--- config.mk ---
export PLATFORM = sky130hd
export DESIGN_NAME = decode_stage
export DESIGN_NICKNAME = d
export VERILOG_FILES = /design/src/rtl/decode_stage.sv
export SDC_FILE = /design/constraint.sdc
export NUM_CORES = 1
export LEC_CHECK = 0
export BUFFER_PORTS_ARGS = -buffer_cell sky130_fd_sc_hd__buf_4
export CAP_MARGIN = 20
export CORE_ASPECT_RATIO = 0.7
export CORE_MARGIN = 8
export CORE_UTILIZATION = 26
export CTS_CLUSTER_SIZE = 24
export DETAILED_ROUTE_END_ITERATION = 10
export PLACE_DENSITY_LB_ADDON = 0.25
export SYNTH_ARGS = -nofsm -noshare
export SYNTH_HDL_FRONTEND = slang
export SYNTH_SLANG_ARGS = --single-unit
--- constraint.sdc ---
create_clock -name Clk -period 5.9 [get_ports Clk]
set_clock_uncertainty 0.1 [all_clocks]
set_input_delay 0.885 -clock Clk [delete_from_list [all_inputs] [get_ports Clk]]
set_output_delay 0.885 -clock Clk [all_outputs]
set_load 0.005 [all_outputs]
--- src/rtl/decode_stage.sv ---
// Instruction-decode / operand-fetch stage: drives register-file reads, bypasses write-back,
// and holds the decoded instruction in a valid/ready ID/EX register with load-use interlock.
module decode_stage #(
  parameter logic [5:0] LW_OPCODE = 6'h23,
  parameter int         CNT_W     = 16
) (
  input  logic             Clk,
  input  logic             Rst_n,
  input  logic [31:0]      Instr_in,
  input  logic             Instr_valid,
  output logic             Instr_ready,
  output logic [4:0]       Ard1,
  output logic [4:0]       Ard2,
  input  logic [31:0]      Dout1,
  input  logic [31:0]      Dout2,
  input  logic             Wb_WrEn,
  input  logic [4:0]       Wb_Awr,
  input  logic [31:0]      Wb_Din,
  input  logic             Flush,
  input  logic             Ex_ready,
  output logic             Ex_valid,
  output logic [31:0]      Ex_A,
  output logic [31:0]      Ex_B,
  output logic [31:0]      Ex_Imm,
  output logic [4:0]       Ex_Rd,
  output logic [5:0]       Ex_Opcode,
  output logic [5:0]       Ex_Func,
  output logic             Ex_RegWr,
  output logic [CNT_W-1:0] Stall_cnt
);

  function automatic logic [4:0] dec_rd(input logic [31:0] instr);
    return (instr[31:26] == 6'h00) ? instr[15:11] : instr[20:16];
  endfunction

  function automatic logic [31:0] dec_imm(input logic [31:0] instr);
    logic [5:0] op;
    op = instr[31:26];
    if (op == 6'h0C || op == 6'h0D || op == 6'h0E)
      return {16'h0000, instr[15:0]};
    return {{16{instr[15]}}, instr[15:0]};
  endfunction

  function automatic logic dec_regwr(input logic [31:0] instr);
    logic [5:0] op;
    op = instr[31:26];
    if (op == 6'h2B || op == 6'h04 || op == 6'h05 || op == 6'h02)
      return 1'b0;
    return (dec_rd(instr) != 5'd0);
  endfunction

  logic             ex_valid_q, ex_valid_d;
  logic [31:0]      ex_a_q, ex_a_d;
  logic [31:0]      ex_b_q, ex_b_d;
  logic [31:0]      ex_imm_q, ex_imm_d;
  logic [4:0]       ex_rd_q, ex_rd_d;
  logic [4:0]       ex_rs_q, ex_rs_d;
  logic [4:0]       ex_rt_q, ex_rt_d;
  logic [5:0]       ex_opcode_q, ex_opcode_d;
  logic [5:0]       ex_func_q, ex_func_d;
  logic             ex_regwr_q, ex_regwr_d;
  logic [CNT_W-1:0] stall_cnt_q, stall_cnt_d;

  logic [31:0] op_a, op_b;
  logic        hazard, ready, capture;

  assign Ard1 = Instr_in[25:21];
  assign Ard2 = Instr_in[20:16];

  // The register file writes on the edge, so a same-cycle write-back must be forwarded here.
  assign op_a = (Wb_WrEn && Wb_Awr == Ard1 && Ard1 != 5'd0) ? Wb_Din : Dout1;
  assign op_b = (Wb_WrEn && Wb_Awr == Ard2 && Ard2 != 5'd0) ? Wb_Din : Dout2;

  assign hazard  = ex_valid_q && (ex_opcode_q == LW_OPCODE) && (ex_rd_q != 5'd0) &&
                   ((ex_rd_q == Ard1) || (ex_rd_q == Ard2));
  assign ready   = (!ex_valid_q || Ex_ready) && !hazard && !Flush;
  assign capture = Instr_valid && ready;

  always_comb begin
    ex_valid_d  = ex_valid_q;
    ex_a_d      = ex_a_q;
    ex_b_d      = ex_b_q;
    ex_imm_d    = ex_imm_q;
    ex_rd_d     = ex_rd_q;
    ex_rs_d     = ex_rs_q;
    ex_rt_d     = ex_rt_q;
    ex_opcode_d = ex_opcode_q;
    ex_func_d   = ex_func_q;
    ex_regwr_d  = ex_regwr_q;
    stall_cnt_d = stall_cnt_q;

    if (capture) begin
      ex_valid_d  = 1'b1;
      ex_a_d      = op_a;
      ex_b_d      = op_b;
      ex_imm_d    = dec_imm(Instr_in);
      ex_rd_d     = dec_rd(Instr_in);
      ex_rs_d     = Ard1;
      ex_rt_d     = Ard2;
      ex_opcode_d = Instr_in[31:26];
      ex_func_d   = Instr_in[5:0];
      ex_regwr_d  = dec_regwr(Instr_in);
    end else if (Ex_ready || Flush) begin
      ex_valid_d = 1'b0;
    end else if (ex_valid_q) begin
      // A held entry must not miss a write-back to one of its source registers.
      if (Wb_WrEn && Wb_Awr == ex_rs_q && ex_rs_q != 5'd0) ex_a_d = Wb_Din;
      if (Wb_WrEn && Wb_Awr == ex_rt_q && ex_rt_q != 5'd0) ex_b_d = Wb_Din;
    end

    if (Instr_valid && hazard && !Flush && stall_cnt_q != {CNT_W{1'b1}})
      stall_cnt_d = stall_cnt_q + {{(CNT_W-1){1'b0}}, 1'b1};
  end

  always_ff @(posedge Clk or negedge Rst_n) begin
    if (!Rst_n) begin
      ex_valid_q  <= 1'b0;
      ex_a_q      <= '0;
      ex_b_q      <= '0;
      ex_imm_q    <= '0;
      ex_rd_q     <= '0;
      ex_rs_q     <= '0;
      ex_rt_q     <= '0;
      ex_opcode_q <= '0;
      ex_func_q   <= '0;
      ex_regwr_q  <= 1'b0;
      stall_cnt_q <= '0;
    end else begin
      ex_valid_q  <= ex_valid_d;
      ex_a_q      <= ex_a_d;
      ex_b_q      <= ex_b_d;
      ex_imm_q    <= ex_imm_d;
      ex_rd_q     <= ex_rd_d;
      ex_rs_q     <= ex_rs_d;
      ex_rt_q     <= ex_rt_d;
      ex_opcode_q <= ex_opcode_d;
      ex_func_q   <= ex_func_d;
      ex_regwr_q  <= ex_regwr_d;
      stall_cnt_q <= stall_cnt_d;
    end
  end

  assign Instr_ready = ready;
  assign Ex_valid    = ex_valid_q;
  assign Ex_A        = ex_a_q;
  assign Ex_B        = ex_b_q;
  assign Ex_Imm      = ex_imm_q;
  assign Ex_Rd       = ex_rd_q;
  assign Ex_Opcode   = ex_opcode_q;
  assign Ex_Func     = ex_func_q;
  assign Ex_RegWr    = ex_regwr_q;
  assign Stall_cnt   = stall_cnt_q;

endmodule

==> results of run 1 <==
==> cells by family (layout without fill, tap and decap cells) <==
kind of cell,count (synthesis),after routing
and+or+nand+nor,136,136
DFF,120,120
AOI/OAI and AO/OA,102,102
buffers and inverters,86,344
muxes,69,69
xor gates and xnor gates,41,41
adders and majority gates,1,1
==> layout by cell type (no fill, tap or decap), types with 6 or more instances in the layout <==
master / Yosys / routed
a21o_1: 8 / 8
a22o_1: 7 / 7
a22oi_1: 16 / 16
and3_1: 6 / 6
buf_4: 37 / 287
clkbuf_16: 0 / 17
dfrtp_1: 120 / 120
inv_1: 23 / 23
mux2_2: 55 / 55
mux2i_1: 14 / 14
nand2_1: 52 / 52
nand3_1: 30 / 30
nand4_1: 9 / 9
nor2_1: 9 / 9
nor3_1: 8 / 8
o211ai_1: 21 / 21
o21ai_0: 14 / 14
o21ai_1: 6 / 6
o31ai_1: 16 / 16
xnor2_1: 34 / 34
xor2_1: 7 / 7
==> state kept, by name (all words and copies together), names as in the netlist <==
signal     count
Ex_A          32
Ex_B          32
Ex_Imm        17
Stall_cnt     16
Ex_Opcode      6
Ex_Rd          5
ex_rs_q        5
ex_rt_q        5
Ex_RegWr       1
Ex_valid       1
==> metal layers <==
metal / wire [microns] / vias to the layer above / global-route usage (%)
met3: 1910 / 8 / 6.10
li1: - / 2440 / -
met5: 0 / - / 0
met4: 162 / 0 / 3.92
met2: 9660 / 156 / 22.1
met1: 9720 / 2451 / 19.7
==> final timing paths <==
| kind | start | end | slack (ps) | depth (start not counted) |
|---|---|---|---|---|
| setup reg to reg | Ex_Rd[1] | Ex_A[18] | 2560 | 6 |
| hold / removal | Ex_B[7] | Ex_B[7] | 380 | 2 |
| max in group asynchronous | Rst_n | Ex_Imm[7] | 4120 | 3 |
| min in group asynchronous | Rst_n | Ex_B[30] | 390 | 1 |
| setup / recovery | Ex_Rd[1] | Instr_ready | 2320 | 5 |
| hold reg to reg | Ex_B[7] | Ex_B[7] | 380 | 2 |
==> worst register-to-register path, cell delays in order, from the launching register on <==
cell      delay (ps)
dfrtp_1          460
nor4_1           590
a211oi_2         260
a21oi_4          530
buf_4            370
a21o_1           690
o211ai_1         180
==> layout make-up <==
cell class,count,area (sq um),share of cell area (%)
sequential,120,3000,33.9
tap,312,390,4.41
inverter,23,86.3,0.975
multi-input combinational,349,2570,29.1
timing repair buffer,290,2220,25.0
clock buffer,24,492,5.55
clock inverter,7,92.6,1.05
==> power by group through the flow <==
stage	Sequential, mW	Clock, mW	Combinational [mW]
final	1.05	1.04	0.650
after global routing	1.06	1.11	0.712
after CTS	1.05	1.07	0.663
after detailed placement	1.06	0	0.662
after global placement	1.06	0	0.658
after floorplan	1.06	0	0.280
==> flow_metrics.env, run 1 <==
export IMPL_p_sw_share_pct=26.9
export IMPL_ys_types=45
export IMPL_critPathRequiredTime_ps=4910
export IMPL_post_place_ws_ps=2190
export IMPL_syn_inst=555
export IMPL_yosysTopAreaCellShare_pct=49.6
export IMPL_powerDensity_nw_per_um2=309
export IMPL_ys_warn_count=0
export IMPL_grt_ovfl_total=0
export IMPL_worst_pin_slew_ps=1000
export IMPL_min_period_ps=3580
export IMPL_grt_pass1_vias=5359
export IMPL_antenna_found_initial=0
export IMPL_slew_violations=0
export IMPL_post_route_util_pct=39.0
export IMPL_vdd_drop_max_mv=0.165
export IMPL_post_cts_resized=0
export IMPL_cts_setup_buffers=0
export IMPL_slew_headroom_pct=33.0
export IMPL_pin_count=281
export IMPL_synth_compound_area_share_pct=12.2
export IMPL_layout_nets=941
export IMPL_hold_ws_ps=376
export IMPL_max_cap_violations=0
export IMPL_sequentialPowerShare_pct=38.3
export IMPL_gp_congestion=0.748
export IMPL_rsz0062_at_grt="no"
export IMPL_grt_first_pass_wirelength_microns=32300
export IMPL_p_switching_mw=0.735
export IMPL_numCtsBuffers=17
export IMPL_grt_max_degree=75
export IMPL_wl_per_cell_microns=19.1
export IMPL_die_area_sq_um=28500
export IMPL_max_stage_delay_ps=590
export IMPL_p_total_mw=2.73
export IMPL_synth_fa_ha_area_share_pct=0.207
export IMPL_yosysTopAreaCell="dfrtp_1"
export IMPL_final_cell_area_sq_um=8860
export IMPL_die_width_microns=198
export IMPL_diodes=0
export IMPL_cp_cell_sequence="nor4_1 -> a211o_1 -> nor2_1 -> nor3_1 -> buf_4"
export IMPL_p_int_mw=2.00
export IMPL_synth_fp_nets=695
export IMPL_synth_top_family_by_area="multiplexers"
export IMPL_drt_iter0_drc=208
export IMPL_synth_flop_cell="dfrtp_1"
export IMPL_io_buffer_count=280
export IMPL_wirelength_microns=21400
export IMPL_share_comb_of_total_power_pct=23.8
export IMPL_clk_pin_slew_ps=60
export IMPL_p_clk_share_pct=37.9
export IMPL_synth_seq_cells=120
export IMPL_synth_cells_most_frequent="dfrtp_1 (120), mux2_2 (55), nand2_1 (52), buf_4 (37), xnor2_1 (34)"
export IMPL_final_cells=1125
export IMPL_tritoncts="done"
export IMPL_cts_max_path_buffers=2
export IMPL_synthArstFlopShare_pct=100
export IMPL_cts_htree_levels=4
export IMPL_synthMuxAreaShare_pct=12.6
export IMPL_synth_edf_count=0
export IMPL_seq_area_frac_synth_pct=49.6
export IMPL_synthToLayoutAreaGrowth_pct=46.4
export IMPL_yosys_area_share_xor_xnor_pct=5.94
export IMPL_placed_area_sq_um=8230
export IMPL_hold_buffers=0
export IMPL_ys_top_cells_by_area="dfrtp_1 (50%), mux2_2 (10%), xnor2_1 (4.9%)"
export IMPL_avgSynthCellArea_sq_um=10.9
export IMPL_fin_tns_setup_ps=0
export IMPL_outcome="finished clean"
export IMPL_dp_hpwl_microns=16200
export IMPL_path_class="reg -> out"
export IMPL_timing_critical_path_arrival_ps=2600
export IMPL_initial_core_util_pct=26.6
export IMPL_timing_fmax_mhz=279
export IMPL_clk_latency_ps=410
export IMPL_start_kind="flop"
export IMPL_placed_cells=1092
export IMPL_finalHoldViolCount=0
export IMPL_p_leak_nw=4.20
export IMPL_cts_sinks=120
export IMPL_firstDrtPassIters=4
export IMPL_finalWorstSetupSlack_ps=2320
export IMPL_hold_class="reg -> reg"
export IMPL_vias=5055
export IMPL_die_h_microns=144
export IMPL_mappedNetlistArea_sq_um=6050
export IMPL_fin_crit_sh_pct=60.7
export IMPL_grt_usage_pct=14.9
export IMPL_setup_viol=0
export IMPL_ant_nets=0
export IMPL_cp_max_fo=5
export IMPL_final_layout_size_suffix_gt1_share_pct=46.7
export IMPL_cp_num_buf_inv=1
export IMPL_fillers=2284
export IMPL_cts_root_buf="clkbuf_16"
export IMPL_via_per_inst=4.49
export IMPL_drc=0
export IMPL_critPathSlowestCell="nor4_1"
export IMPL_row_count=46
export IMPL_crit_family="simple AND/OR/NAND/NOR gates"
export IMPL_endpoint_kind="output pin"
export IMPL_fp_coreArea_sq_um=22700
export IMPL_synthSimpleGateAreaFrac_pct=11.2
export IMPL_synth_most_common_cell="dfrtp_1"
Note: power is estimated with default switching activity, not from simulation.
==> run 2, diff against run 1 <==
- clock period: 5.9 -> 3.2 ns (I/O delays scaled with it)
==> run 2 against run 1 <==
  * First-iteration DRC count rose by 13%
  * Combinational power rose by 85%
  * Register-to-register slack got worse by 2000 ps
  * Count of clock-buffer cells in the layout did not move
  * Die area did not move
  * Core utilization rose by 0.17 points
  * Global-route usage fell by 0.084 points
  * Wire length fell by 0.41%
  * Cell count rose by 0.62%
  * Cell area rose by 0.42%
  * Worst hold slack got worse by 200 ps
  * Sequential power rose by 84%
  * Critical path type unchanged
  * Critical endpoint unchanged
==> flow_metrics.env, run 2 (synthesized netlist as in run 1, its figures left out) <==
export IMPL_cts_max_path_buffers=2
export IMPL_rr_startpoint="Ex_Rd[1]"
export IMPL_via_per_inst=4.51
export IMPL_final_cell_mix="buf_4 (292), dfrtp_1 (120), mux2_2 (55)"
export IMPL_final_layout_size_suffix_gt1_share_pct=47.0
export IMPL_final_cells=1132
export IMPL_synthToLayoutAreaGrowth_pct=47.0
export IMPL_firstDrtPassIters=4
export IMPL_grt_ovfl_total=0
export IMPL_layout_nets=947
export IMPL_met2_length_microns=9300
export IMPL_grt_max_degree=61
export IMPL_die_width_microns=198
export IMPL_wl_met3_microns=1860
export IMPL_start_kind="flop"
export IMPL_gp_congestion=0.744
export IMPL_cts_htree_levels=4
export IMPL_p_leak_nw=4.23
export IMPL_io_buffer_count=280
export IMPL_critPathRequiredTime_ps=2620
export IMPL_slew_violations=0
export IMPL_top_layer="met4"
export IMPL_cp_max_fo=5
export IMPL_fin_tns_setup_ps=0
export IMPL_crit_end="Instr_ready"
export IMPL_tritoncts="done"
export IMPL_setup_viol=0
export IMPL_clk_latency_ps=420
export IMPL_worst_pin_slew_ps=727
export IMPL_hold_class="in -> reg"
export IMPL_vias=5108
export IMPL_final_common_cell="buf_4"
export IMPL_timing_critical_path_arrival_ps=2380
export IMPL_placed_cells=1099
export IMPL_powerDensity_nw_per_um2=566
export IMPL_clk_pin_slew_ps=60
export IMPL_antenna_found_initial=0
export IMPL_cts_sinks=120
export IMPL_path_class="reg -> out"
export IMPL_outcome="finished clean"
export IMPL_wl_met1_microns=9920
export IMPL_min_period_ps=2960
export IMPL_timing_fmax_mhz=338
export IMPL_timing_rr_end="Ex_A[24]"
export IMPL_vdd_drop_max_mv=0.384
export IMPL_dp_hpwl_microns=16600
export IMPL_pin_count=281
export IMPL_wirelength_microns=21400
export IMPL_critPathLaunch="Ex_Rd[1]"
export IMPL_rsz0062_at_grt="no"
export IMPL_endpoint_kind="output pin"
export IMPL_r2r_setup_slack_ps=590
export IMPL_drt_iter0_drc=234
export IMPL_initial_core_util_pct=26.6
export IMPL_slew_headroom_pct=51.5
export IMPL_grt_first_pass_wirelength_microns=32200
export IMPL_finalHoldViolCount=0
export IMPL_post_cts_resized=0
export IMPL_fin_crit_sh_pct=92.5
export IMPL_wl_per_cell_microns=18.9
export IMPL_numCtsBuffers=17
export IMPL_max_cap_violations=0
export IMPL_die_h_microns=144
export IMPL_row_count=46
export IMPL_rr_worst_depth=6
export IMPL_fp_coreArea_sq_um=22700
export IMPL_drc=0
export IMPL_grt_pass1_vias=5369
export IMPL_cts_root_buf="clkbuf_16"
export IMPL_die_area_sq_um=28500
export IMPL_grt_usage_pct=14.8
export IMPL_diodes=0
export IMPL_ant_nets=0
export IMPL_cts_setup_buffers=0
[run 2: cell types whose count changed in the layout (fill, tap and decap cells not counted), sizes merged]
cell,change
buf,+5
clkinv,+2
clkinvlp,-1
dlygate4sd3,+1
[run 2: power by group]
group / switching (mW) / total (mW) / internal (mW) / leakage (nW)
Clock: 0.696 / 1.90 / 1.20 / 0.280
Sequential: 0.172 / 1.93 / 1.76 / 1.46
Combinational: 0.494 / 1.20 / 0.708 / 2.49
[run 2: layout make-up]
class | count | area, sq um
clock buffer | 24 | 482
clock inverter | 8 | 95.1
fill | 2258 | 13800
inverter | 23 | 86.3
multi-input combinational | 349 | 2570
sequential | 120 | 3000
tap | 312 | 390
timing repair buffer | 296 | 2260
[run 2: worst min-delay path by stage]
stage,start,endpoint,cells past startpoint
finish,Wb_Din[21],Ex_B[21],2
global route,Wb_Din[21],Ex_B[21],2
CTS,Wb_Din[24],Ex_B[24],2
detailed placement,Ex_B[4],Ex_B[4],2
global placement,Ex_B[7],Ex_B[7],2
floorplan,Rst_n,Ex_A[0],0
[run 2: what timing repair did]
action | CTS | global route
endpoints found under the hold margin | 40 | 0
hold buffers | 1 | 0
setup endpoints to repair | 0 | 0
[run 2: critical path: stages (launching register included)]
cell and delay, ps:
dfrtp_1 450, nor4_1 590, a211o_1 380, nor2_1 110, nor3_1 250, buf_4 180
[run 2: per-stage QoR]
step,area (sq um),hold WS (ps),power (mW),setup WS [ps],util (%)
6_report,8890,172,5.03,241,39.1
5_1_grt,8890,158,5.31,148,39.1
4_1_cts,8890,147,5.12,296,39.1
3_5_place_dp,8310,376,3.19,500,36.5
3_3_place_gp,8310,366,3.18,481,36.5
2_1_floorplan,6050,84.4,2.46,922,-
[run 2: metal layers]
metal  track usage (%)  up-vias
met4              4.78        0
met1              20.0     2453
met3              5.72       19
met5                 0        -
met2              21.4      174
li1                  -     2462
==> run 3, diff against run 2 <==
- CORE_UTILIZATION: 26 -> 28
- clock period: 3.2 -> 3.56 ns (I/O delays scaled with it)
==> run 3 against run 2 <==
  * Non-clock buffer count fell by 1
  * Count of clock-buffer cells in the layout fell by 2
  * Power fell by 13%
  * Worst hold slack got worse by 80 ps
  * Sequential share of layout area rose by 0.39 points
  * Register-to-register slack improved by 200 ps
  * Clock power fell by 17%
  * Critical endpoint unchanged
  * Largest cell class unchanged
==> flow_metrics.env, run 3 (synthesized netlist as in run 1, its figures left out) <==
export IMPL_critPathRequiredTime_ps=2930
export IMPL_path_class="reg -> out"
export IMPL_via_per_inst=4.64
export IMPL_initial_core_util_pct=28.2
export IMPL_grt_pass1_vias=5438
export IMPL_grt_first_pass_wirelength_microns=32700
export IMPL_die_h_microns=139
export IMPL_finalHoldViolCount=0
export IMPL_final_common_cell="buf_4"
export IMPL_post_route_util_pct=41.0
export IMPL_p_leak_nw=4.20
export IMPL_fin_crit_sh_pct=80.2
export IMPL_fp_coreArea_sq_um=21500
export IMPL_row_count=45
export IMPL_synthToLayoutAreaGrowth_pct=45.4
export IMPL_min_period_ps=2850
export IMPL_worst_pin_slew_ps=821
export IMPL_tritoncts="done"
export IMPL_die_width_microns=192
export IMPL_cp_max_fo=5
export IMPL_cts_max_path_buffers=2
export IMPL_cts_setup_buffers=0
export IMPL_vias=5108
export IMPL_wl_per_cell_microns=18.8
export IMPL_endpoint_kind="output pin"
export IMPL_grt_max_degree=59
export IMPL_io_buffer_count=280
export IMPL_fin_tns_setup_ps=0
export IMPL_slew_headroom_pct=45.2
export IMPL_pin_count=281
export IMPL_cp_cell_sequence="nor4_1 -> a211o_1 -> nor2_1 -> nor3_1 -> buf_4"
export IMPL_drc=0
export IMPL_setup_viol=0
export IMPL_clk_latency_ps=410
export IMPL_cts_htree_levels=4
export IMPL_grt_usage_pct=15.6
export IMPL_timing_fmax_mhz=350
export IMPL_firstDrtPassIters=4
export IMPL_drt_iter0_drc=249
export IMPL_vdd_drop_max_mv=0.271
export IMPL_post_cts_resized=0
export IMPL_finalWorstSetupSlack_ps=705
export IMPL_hold_class="in -> async"
export IMPL_gp_congestion=0.769
export IMPL_max_cap_violations=0
export IMPL_slew_violations=0
export IMPL_post_place_ws_ps=722
export IMPL_outcome="finished clean"
export IMPL_start_kind="flop"
export IMPL_cts_root_buf="clkbuf_16"
export IMPL_max_stage_delay_ps=530
export IMPL_grt_ovfl_total=0
export IMPL_rsz0062_at_grt="no"
export IMPL_p_total_mw=4.38
export IMPL_clk_pin_slew_ps=60
export IMPL_final_layout_size_suffix_gt1_share_pct=46.8
export IMPL_dp_hpwl_microns=15800
export IMPL_r2r_setup_slack_ps=790
export IMPL_powerDensity_nw_per_um2=498
export IMPL_diodes=0
export IMPL_ant_nets=0
export IMPL_antenna_found_initial=0
export IMPL_critPathSlowestCell="nor4_1"
export IMPL_final_cell_mix="buf_4 (292), dfrtp_1 (120), mux2_2 (55)"
export IMPL_hold_buffers=0
export IMPL_die_area_sq_um=26600
export IMPL_cts_sinks=120
export IMPL_layout_nets=946
export IMPL_numCtsBuffers=17
export IMPL_timing_critical_path_arrival_ps=2220
export IMPL_wirelength_microns=20700
## run 3: worst paths after layout
path	to	cells after the start	from
setup reg to reg	Ex_A[9]	6	Ex_Rd[1]
max in group asynchronous	ex_rt_q[1]	2	Rst_n
hold / removal	Ex_B[31]	1	Rst_n
setup / recovery	Instr_ready	5	Ex_Rd[1]
hold reg to reg	Stall_cnt[5]	1	Stall_cnt[5]
min in group Clk	Ex_B[22]	2	Wb_Din[22]
## run 3: metal layers
metal | track usage (%) | vias up | routed length [microns]
met5 | 0 | - | 0
met4 | 5.01 | 0 | 305
met3 | 4.92 | 15 | 1360
met2 | 23.8 | 150 | 9370
met1 | 20.7 | 2493 | 9650
li1 | - | 2450 | -
## run 3: cell type report
class                   count  area, sq um
clock buffers              22          444
clock inverters             9         78.8
fillers                  2123        12700
inverters                  23         86.3
multi-input cells         349         2570
flip-flops and latches    120         3000
well taps                 282          353
repair buffers            295         2250
## run 3: through the flow
| stage | area (sq um) | instances | hold WS [ps] |
|---|---|---|---|
| 2_1_floorplan | 6050 | 555 | 138 |
| 3_3_place_gp | 8270 | 1069 | 372 |
| 3_5_place_dp | 8270 | 1069 | 375 |
| 4_1_cts | 8790 | 1100 | 122 |
| 5_1_grt | 8790 | 1100 | 145 |
| 6_report | 8790 | 1100 | 91.9 |
## run 3: worst max-delay path: cells and delay by family, from the launching register on
kind	cells	cell delay, ps
AO/OA/AOI/OAI	1	340
buffers and inverters	1	150
flip-flops	1	470
AND/OR/NAND/NOR	3	840
## run 3: report_power, final
| part | switching, mW | internal (mW) | leakage (nW) | total [mW] |
|---|---|---|---|---|
| sequential | 0.149 | 1.58 | 1.46 | 1.73 |
| combinational | 0.440 | 0.635 | 2.49 | 1.08 |
| clock | 0.625 | 0.949 | 0.253 | 1.57 |
